**src/rtl/uart_loader_ram_if.sv**
```systemverilog
// Loader bus: serial line, mode button, CPU fetch port and status outputs.
// master = environment / CPU side, slave = loader.
interface uart_loader_ram_if #(
    parameter int WORD_BYTES = 2,
    parameter int ADDR_W     = 8
);
    localparam int DATA_W = 8 * WORD_BYTES;

    logic              rx;
    logic              button;
    logic [ADDR_W-1:0] rd_addr;
    logic [DATA_W-1:0] rd_data;
    logic              mode;
    logic [ADDR_W:0]   word_count;
    logic              frame_err;

    modport master (
        output rx, button, rd_addr,
        input  rd_data, mode, word_count, frame_err
    );

    modport slave (
        input  rx, button, rd_addr,
        output rd_data, mode, word_count, frame_err
    );
endinterface

```
**src/rtl/uart_loader_ram.sv**
```systemverilog
// UART 8N1 program loader into a single-port word memory; 1-cycle registered read in run mode.
// Word write lands one edge after the last byte's stop sample; no backpressure (free-running line).
module uart_loader_ram #(
    parameter int CLKS_PER_BIT = 234,
    parameter int WORD_BYTES   = 2,
    parameter int ADDR_W       = 8,
    parameter int TIMEOUT_BITS = 20
) (
    input logic              clk,
    input logic              reset,
    uart_loader_ram_if.slave ldr_io
);
    localparam int DATA_W  = 8 * WORD_BYTES;
    localparam int DEPTH   = 1 << ADDR_W;
    localparam int CNT_W   = $clog2(CLKS_PER_BIT + 1);
    localparam int TMO_CYC = TIMEOUT_BITS * CLKS_PER_BIT;
    localparam int TMO_W   = $clog2(TMO_CYC + 1);
    localparam int K_W     = (WORD_BYTES > 1) ? $clog2(WORD_BYTES) : 1;

    localparam logic [CNT_W-1:0]  HALF_BIT = CNT_W'(CLKS_PER_BIT / 2);
    localparam logic [CNT_W-1:0]  FULL_BIT = CNT_W'(CLKS_PER_BIT);
    localparam logic [TMO_W-1:0]  TMO_LAST = TMO_W'(TMO_CYC - 1);
    localparam logic [K_W-1:0]    K_LAST   = K_W'(WORD_BYTES - 1);
    localparam logic [ADDR_W:0]   WC_MAX   = (ADDR_W + 1)'(DEPTH);

    typedef enum logic [1:0] {
        RX_IDLE,
        RX_START,
        RX_DATA,
        RX_STOP
    } rx_state_e;

    logic [1:0]        rx_sync_q;
    logic              rx_prev_q;
    logic [1:0]        btn_sync_q;
    logic              btn_prev_q;
    rx_state_e         state_q;
    logic [CNT_W-1:0]  cnt_q;
    logic [2:0]        bit_idx_q;
    logic [7:0]        shift_q;
    logic [K_W-1:0]    k_q;
    logic [DATA_W-1:0] word_q;
    logic [DATA_W-1:0] word_d;
    logic              wr_pend_q;
    logic [ADDR_W-1:0] wr_addr_q;
    logic [ADDR_W:0]   word_count_q;
    logic              frame_err_q;
    logic              mode_q;
    logic [DATA_W-1:0] rd_data_q;
    logic [TMO_W-1:0]  tmo_q;

    logic [DATA_W-1:0] mem_q [DEPTH];

    logic rx_s;
    logic rx_fall;
    logic btn_fall;
    logic stop_smp;
    logic byte_ok;
    logic stop_bad;

    assign rx_s     = rx_sync_q[1];
    assign rx_fall  = rx_prev_q & ~rx_s;
    assign btn_fall = btn_prev_q & ~btn_sync_q[1];
    assign stop_smp = (state_q == RX_STOP) && (cnt_q == FULL_BIT);
    assign byte_ok  = stop_smp & rx_s;
    assign stop_bad = stop_smp & ~rx_s;

    // Little-endian lane insert of the just-received byte.
    always_comb begin
        word_d = word_q;
        word_d[{k_q, 3'b000} +: 8] = shift_q;
    end

    always_ff @(posedge clk) begin
        if (reset) begin
            rx_sync_q    <= 2'b11;
            rx_prev_q    <= 1'b1;
            btn_sync_q   <= 2'b11;
            btn_prev_q   <= 1'b1;
            state_q      <= RX_IDLE;
            cnt_q        <= '0;
            bit_idx_q    <= '0;
            shift_q      <= '0;
            k_q          <= '0;
            word_q       <= '0;
            wr_pend_q    <= 1'b0;
            wr_addr_q    <= '0;
            word_count_q <= '0;
            frame_err_q  <= 1'b0;
            mode_q       <= 1'b0;
            rd_data_q    <= '0;
            tmo_q        <= '0;
        end else begin
            rx_sync_q  <= {rx_sync_q[0], ldr_io.rx};
            rx_prev_q  <= rx_s;
            btn_sync_q <= {btn_sync_q[0], ldr_io.button};
            btn_prev_q <= btn_sync_q[1];
            wr_pend_q  <= 1'b0;

            unique case (state_q)
                RX_IDLE: begin
                    if (rx_fall) begin
                        state_q <= RX_START;
                        cnt_q   <= '0;
                    end
                end
                RX_START: begin
                    if (cnt_q == HALF_BIT) begin
                        cnt_q     <= '0;
                        bit_idx_q <= '0;
                        state_q   <= rx_s ? RX_IDLE : RX_DATA;
                    end else begin
                        cnt_q <= cnt_q + 1'b1;
                    end
                end
                RX_DATA: begin
                    // Restart at 1 so consecutive samples are exactly one bit apart.
                    if (cnt_q == FULL_BIT) begin
                        shift_q <= {rx_s, shift_q[7:1]};
                        cnt_q   <= CNT_W'(1);
                        if (bit_idx_q == 3'd7) begin
                            state_q <= RX_STOP;
                        end else begin
                            bit_idx_q <= bit_idx_q + 1'b1;
                        end
                    end else begin
                        cnt_q <= cnt_q + 1'b1;
                    end
                end
                RX_STOP: begin
                    if (cnt_q == FULL_BIT) begin
                        state_q <= RX_IDLE;
                        cnt_q   <= '0;
                    end else begin
                        cnt_q <= cnt_q + 1'b1;
                    end
                end
                default: state_q <= RX_IDLE;
            endcase

            if (k_q == '0 || byte_ok) begin
                tmo_q <= '0;
            end else if (tmo_q == TMO_LAST) begin
                tmo_q <= '0;
                k_q   <= '0;
            end else begin
                tmo_q <= tmo_q + 1'b1;
            end

            if (byte_ok && !mode_q) begin
                word_q <= word_d;
                if (k_q == K_LAST) begin
                    k_q       <= '0;
                    wr_pend_q <= 1'b1;
                end else begin
                    k_q <= k_q + 1'b1;
                end
            end

            if (stop_bad) begin
                frame_err_q <= 1'b1;
                k_q         <= '0;
            end

            // A pending write was committed in load mode, so it completes even if mode just flipped.
            if (wr_pend_q) begin
                wr_addr_q <= wr_addr_q + 1'b1;
                if (word_count_q != WC_MAX) begin
                    word_count_q <= word_count_q + 1'b1;
                end
            end

            if (btn_fall) begin
                mode_q <= ~mode_q;
                k_q    <= '0;
                tmo_q  <= '0;
                if (mode_q) begin
                    wr_addr_q    <= '0;
                    word_count_q <= '0;
                    frame_err_q  <= 1'b0;
                end
            end

            rd_data_q <= mode_q ? mem_q[ldr_io.rd_addr] : '0;
        end
    end

    always_ff @(posedge clk) begin
        if (wr_pend_q && !reset) begin
            mem_q[wr_addr_q] <= word_q;
        end
    end

    assign ldr_io.rd_data    = rd_data_q;
    assign ldr_io.mode       = mode_q;
    assign ldr_io.word_count = word_count_q;
    assign ldr_io.frame_err  = frame_err_q;
endmodule

```
**src/flat_wrapper.sv**
```systemverilog
// flat-port wrapper written by rule: the top's interface ports become plain ports
module uart_loader_ram_flat 
#(
    parameter int CLKS_PER_BIT = 234,
    parameter int WORD_BYTES   = 2,
    parameter int ADDR_W       = 8,
    parameter int TIMEOUT_BITS = 20
)
  (clk, reset, ldr_io_rx, ldr_io_button, ldr_io_rd_addr, ldr_io_rd_data, ldr_io_mode, ldr_io_word_count, ldr_io_frame_err);
  uart_loader_ram_if #(.WORD_BYTES(WORD_BYTES), .ADDR_W(ADDR_W)) ldr_io_i ();
  input logic clk;
  input logic reset;
  input wire logic [$bits(ldr_io_i.rx)-1:0] ldr_io_rx;
  input wire logic [$bits(ldr_io_i.button)-1:0] ldr_io_button;
  input wire logic [$bits(ldr_io_i.rd_addr)-1:0] ldr_io_rd_addr;
  output wire logic [$bits(ldr_io_i.rd_data)-1:0] ldr_io_rd_data;
  output wire logic [$bits(ldr_io_i.mode)-1:0] ldr_io_mode;
  output wire logic [$bits(ldr_io_i.word_count)-1:0] ldr_io_word_count;
  output wire logic [$bits(ldr_io_i.frame_err)-1:0] ldr_io_frame_err;
  assign ldr_io_i.rx = ldr_io_rx;
  assign ldr_io_i.button = ldr_io_button;
  assign ldr_io_i.rd_addr = ldr_io_rd_addr;
  assign ldr_io_rd_data = ldr_io_i.rd_data;
  assign ldr_io_mode = ldr_io_i.mode;
  assign ldr_io_word_count = ldr_io_i.word_count;
  assign ldr_io_frame_err = ldr_io_i.frame_err;
  uart_loader_ram #(.CLKS_PER_BIT(CLKS_PER_BIT), .WORD_BYTES(WORD_BYTES), .ADDR_W(ADDR_W), .TIMEOUT_BITS(TIMEOUT_BITS)) u_core (.clk(clk), .reset(reset), .ldr_io(ldr_io_i));
endmodule
```
**config.mk**
```make
export PLATFORM = sky130hd
export DESIGN_NAME = uart_loader_ram_flat
export DESIGN_NICKNAME = d
export VERILOG_FILES = /design/src/rtl/uart_loader_ram_if.sv /design/src/rtl/uart_loader_ram.sv /design/src/flat_wrapper.sv
export SDC_FILE = /design/constraint.sdc
export NUM_CORES = 2
export LEC_CHECK = 0
export CAP_MARGIN = 0
export CORE_UTILIZATION = 55
export DETAILED_ROUTE_END_ITERATION = 10
export PLACE_DENSITY = 0.73
export SLEW_MARGIN = 30
export SYNTH_ARGS = -nofsm -noshare
export SYNTH_HDL_FRONTEND = slang
export SYNTH_SLANG_ARGS = --single-unit
```
**constraint.sdc**
```tcl
create_clock -name clk -period 7.94 [get_ports clk]
set_clock_uncertainty 0.15 [all_clocks]
set_input_delay 1.588 -clock clk [delete_from_list [all_inputs] [get_ports clk]]
set_output_delay 1.588 -clock clk [all_outputs]
set_load 0.05 [all_outputs]
```
==> reports/results.txt <==
TritonCTS built the clock tree. The detailed-route DRC error count was 0; the area growth from synthesis to layout was 12.6%. The number of library cell types mapped by synthesis came out at 72. The y dimension of the die works out to 544 um.

The remaining global-route overflow came out at 0. For the worst setup path, the data required time is 8660 ps. After legalization and detailed placement, the total HPWL measured 272000 um. The peak supply drop was 221 uV. In the routed layout, each cell is associated on average with a via count of 6.84. The total area inside the core boundary comes to 0.292 sq mm. When the netlist entered floorplanning its net count stood at 7865. The worst setup path is launched from an input port. The startpoint identified for the worst register-to-register timing path is u_core.wr_addr_q[3]. The pin count of the biggest net entering global routing came out at 211. Buffers inserted to repair hold after CTS numbered 0.

The worst hold path belongs to the class reg2reg. Post-synthesis area per instance: 20.6 sq um. During I/O placement, the number of pins put on the boundary was 39. Buffers inserted during clock tree synthesis total 410.

The die is 544 um wide. For this block, the initial DRC count from the detailed router was 14600. Once the clock tree was built, the setup fixing pass inserted 0 buffers.

Counting I/O delays and the setup requirement, the final critical path takes 5350 ps. After detailed routing, the average wire length per cell comes to 36.2 um. For the pin with the worst max-slew slack, the measured transition is 1200 ps. The top fanout value on the critical path was 44; the number of antenna violations at the first check in global routing was 32. Once layout is complete, the utilization of the core stands at 62.4%.

The first-pass GRT wire length is 630000 um, and the final worst-path cycle share is 67.4%. Cell area after synthesis: 0.161 sq mm. The tools report the proportion of synthesized chip area in sequential cells as 77.3%. The total number of H-tree levels was 5; the number of synthesis warnings was 0. The synthesized design contains 4189 register bits.

The static leakage is 0.0587 uW, and the starting density of the core is 55.4%. Measured against its own limit, the worst slew margin works out to 19.9%. The tools report the count of final max-slew check failures as 0.

Setup repair after global routing left no endpoint under its margin. Fill cells in the final layout number 19300. For the worst-skew pair, the clock arrives at the later sink with an insertion delay of 980 ps.

The share of async-settable or async-resettable flops after synthesis was 0%; the total routing resource utilization after global routing was 30.5%. The number of max-capacitance violations reported was 0. Timing would allow up to 187 MHz. The tools report the final setup violation count as 0. The flow ran to the end, and the final reports show no timing, DRC or antenna violations. The number of buffers on the longest clock path was 4. The overall die area was 0.296 sq mm; the fraction of layout instances using a drive strength above 1 was 22.4%. The logs give 0.958 for the routability congestion estimate from global placement and 0 for the count of final hold-check violations. The critical path is of the in2reg type.

Counting every sink on the clock net gives 4189. The detailed router placed 85800 vias in this run. The run gives 82700 as the number of global-route vias before repair.

Dividing total power by cell area gives a power density of 247 mW/mm^2. The number of gates given a new drive strength after cts was 0. The tree is rooted in a clkbuf_16.

The category of the worst setup path capture point is a register. Count of port buffers added during placement: 38. The first detailed-routing pass took 8 iterations. The worst hold path begins at u_core.btn_sync_q[0].

The setup total negative slack is 0 ps, and the number of antenna-violating nets in the routed design is 0. The arrival time of the worst setup path is 6080 ps, and the number of enable flip-flop cells after synthesis is 4096. Number of nets at the end of the flow: 8294. The launching instance or port of the critical path is ldr_io_rd_addr[4]. The run gives 7841 as the number of standard cells after synthesis. Wires add up to 453000 um. Among all flip-flop cells after synthesis, the most frequent one is edfxtp_1. The floorplan has 198 rows. Clock-pin slew on the worst setup and hold paths: 60 ps.
==> sequential cells by signal, indices dropped and copies added (netlist names), named ones only <==
register and cells:
u_core.wr_addr_q 8, u_core.btn_prev_q 1, u_core.wr_pend_q 1, u_core.state_q 1, u_core.mem_q 4096, u_core.bit_idx_q 3
u_core.btn_sync_q 2, u_core.rx_sync_q 2, u_core.shift_q 8, u_core.ldr_io.frame_err 1, u_core.ldr_io.word_count 9, u_core.k_q 1
u_core.ldr_io.mode 1, u_core.word_q 16, u_core.rx_prev_q 1, u_core.tmo_q 13, u_core.ldr_io.rd_data 16, u_core.cnt_q 8
==> Yosys cell counts (8+ instances only) <==
library cell | count | area share [%]
buf_6 | 59 | 0.41
xor2_1 | 18 | 0.098
edfxtp_1 | 4096 | 76
and3_1 | 25 | 0.097
nor2b_1 | 16 | 0.062
a22oi_1 | 79 | 0.37
a21oi_1 | 91 | 0.28
o22ai_1 | 151 | 0.59
buf_12 | 13 | 0.16
mux4_1 | 12 | 0.20
o21ai_0 | 150 | 0.46
and4_1 | 9 | 0.049
or3_1 | 13 | 0.050
mux2i_1 | 521 | 3.2
a2111oi_2 | 8 | 0.074
nor3b_1 | 9 | 0.042
nand4_1 | 24 | 0.093
nor4_1 | 64 | 0.25
mux4_2 | 779 | 11
a211oi_1 | 20 | 0.093
dfxtp_1 | 93 | 1.2
o22a_1 | 10 | 0.054
or4_1 | 10 | 0.046
a2111oi_0 | 25 | 0.14
buf_4 | 65 | 0.30
nand2_1 | 139 | 0.32
nand3_1 | 110 | 0.34
clkbuf_1 | 204 | 0.47
buf_8 | 9 | 0.084
xnor2_1 | 9 | 0.049
o221ai_1 | 155 | 0.84
a31oi_1 | 17 | 0.066
ha_1 | 12 | 0.093
buf_1 | 26 | 0.060
buf_2 | 81 | 0.25
nor3_1 | 89 | 0.28
inv_1 | 12 | 0.028
nor2_1 | 518 | 1.2
==> worst paths after layout <==
kind	cells past startpoint	slack [ps]	end
worst max register to register	5	3680	u_core.mem_q[138][11]
worst max-delay path	9	2590	u_core.ldr_io.rd_data[3]
worst min-delay path	1	270	u_core.btn_sync_q[1]
worst min register to register	1	270	u_core.btn_sync_q[1]
==> final cells by class <==
type | instances | area (sq um) | share of cell area (%)
Antenna cell | 14 | 35.0 | 0.0193
Clock buffer | 477 | 10600 | 5.82
Clock inverter | 287 | 2890 | 1.59
Inverter | 14 | 57.6 | 0.0317
Multi-Input combinational cell | 3181 | 34100 | 18.7
Sequential cell | 4189 | 125000 | 68.7
Tap cell | 3900 | 4880 | 2.68
Timing Repair Buffer | 474 | 4400 | 2.42
==> per-layer routing <==
metal,track usage (%),share of wire [%],up-vias
li1,-,-,33600
met1,43.5,37,44500
met2,44.4,45,6674
met3,8.98,14,983
met4,12.2,4.5,22
met5,0,0.037,-
==> placed cells by master, fill, tap and decap left out, drive strengths merged, types with 26 or more instances in the layout <==
master / count
a2111oi: 33
a21oi: 91
a22oi: 79
buf: 441
bufinv: 40
clkbuf: 477
clkdlybuf4s50: 33
clkinv: 216
dfxtp: 93
edfxtp: 4096
inv: 26
mux2i: 521
mux4: 791
nand2: 139
nand3: 110
nor2: 518
nor3: 91
nor4: 64
o21ai: 151
o221ai: 161
o22ai: 151
==> stage by stage <==
step	cells	instance area, sq um	setup WS, ps	hold WS (ps)	total power (uW)
detailed placement	11700	168000	1860	257	25900
global route	12500	182000	2740	294	45900
floorplan	7841	161000	3540	239	25400
CTS	12500	181000	2870	277	45000
finish	12500	182000	2590	275	44900
global placement	11700	168000	1400	243	25900
==> power breakdown <==
group	switching, uW	total (uW)	internal [uW]
combinational	1010	1600	595
clock	8490	19400	10900
sequential	10.7	23900	23900
==> cells by family (layout without fill, tap and decap cells) <==
| family | count (synthesis) | in the layout | synth area share (%) |
|---|---|---|---|
| XOR/XNOR | 27 | 27 | 0.146 |
| adder cells (fa/ha/maj) | 12 | 12 | 0.0930 |
| other | 0 | 14 | 0 |
| multiplexers | 1319 | 1319 | 14.3 |
| AO/OA/AOI/OAI | 765 | 765 | 3.33 |
| buffers and inverters | 471 | 1252 | 1.78 |
| flip-flops | 4189 | 4189 | 77.3 |
| AND/OR/NAND/NOR | 1058 | 1058 | 2.99 |
==> critical path: stages <==
cell and delay, ps:
buf_6 450, buf_4 580, nand4b_1 840, a21oi_1 390, o21ai_1 410, o21ai_1 840, a22o_1 380, nor4_1 200
a41o_1 250
No activity file was read; power rests on OpenSTA's default activity.
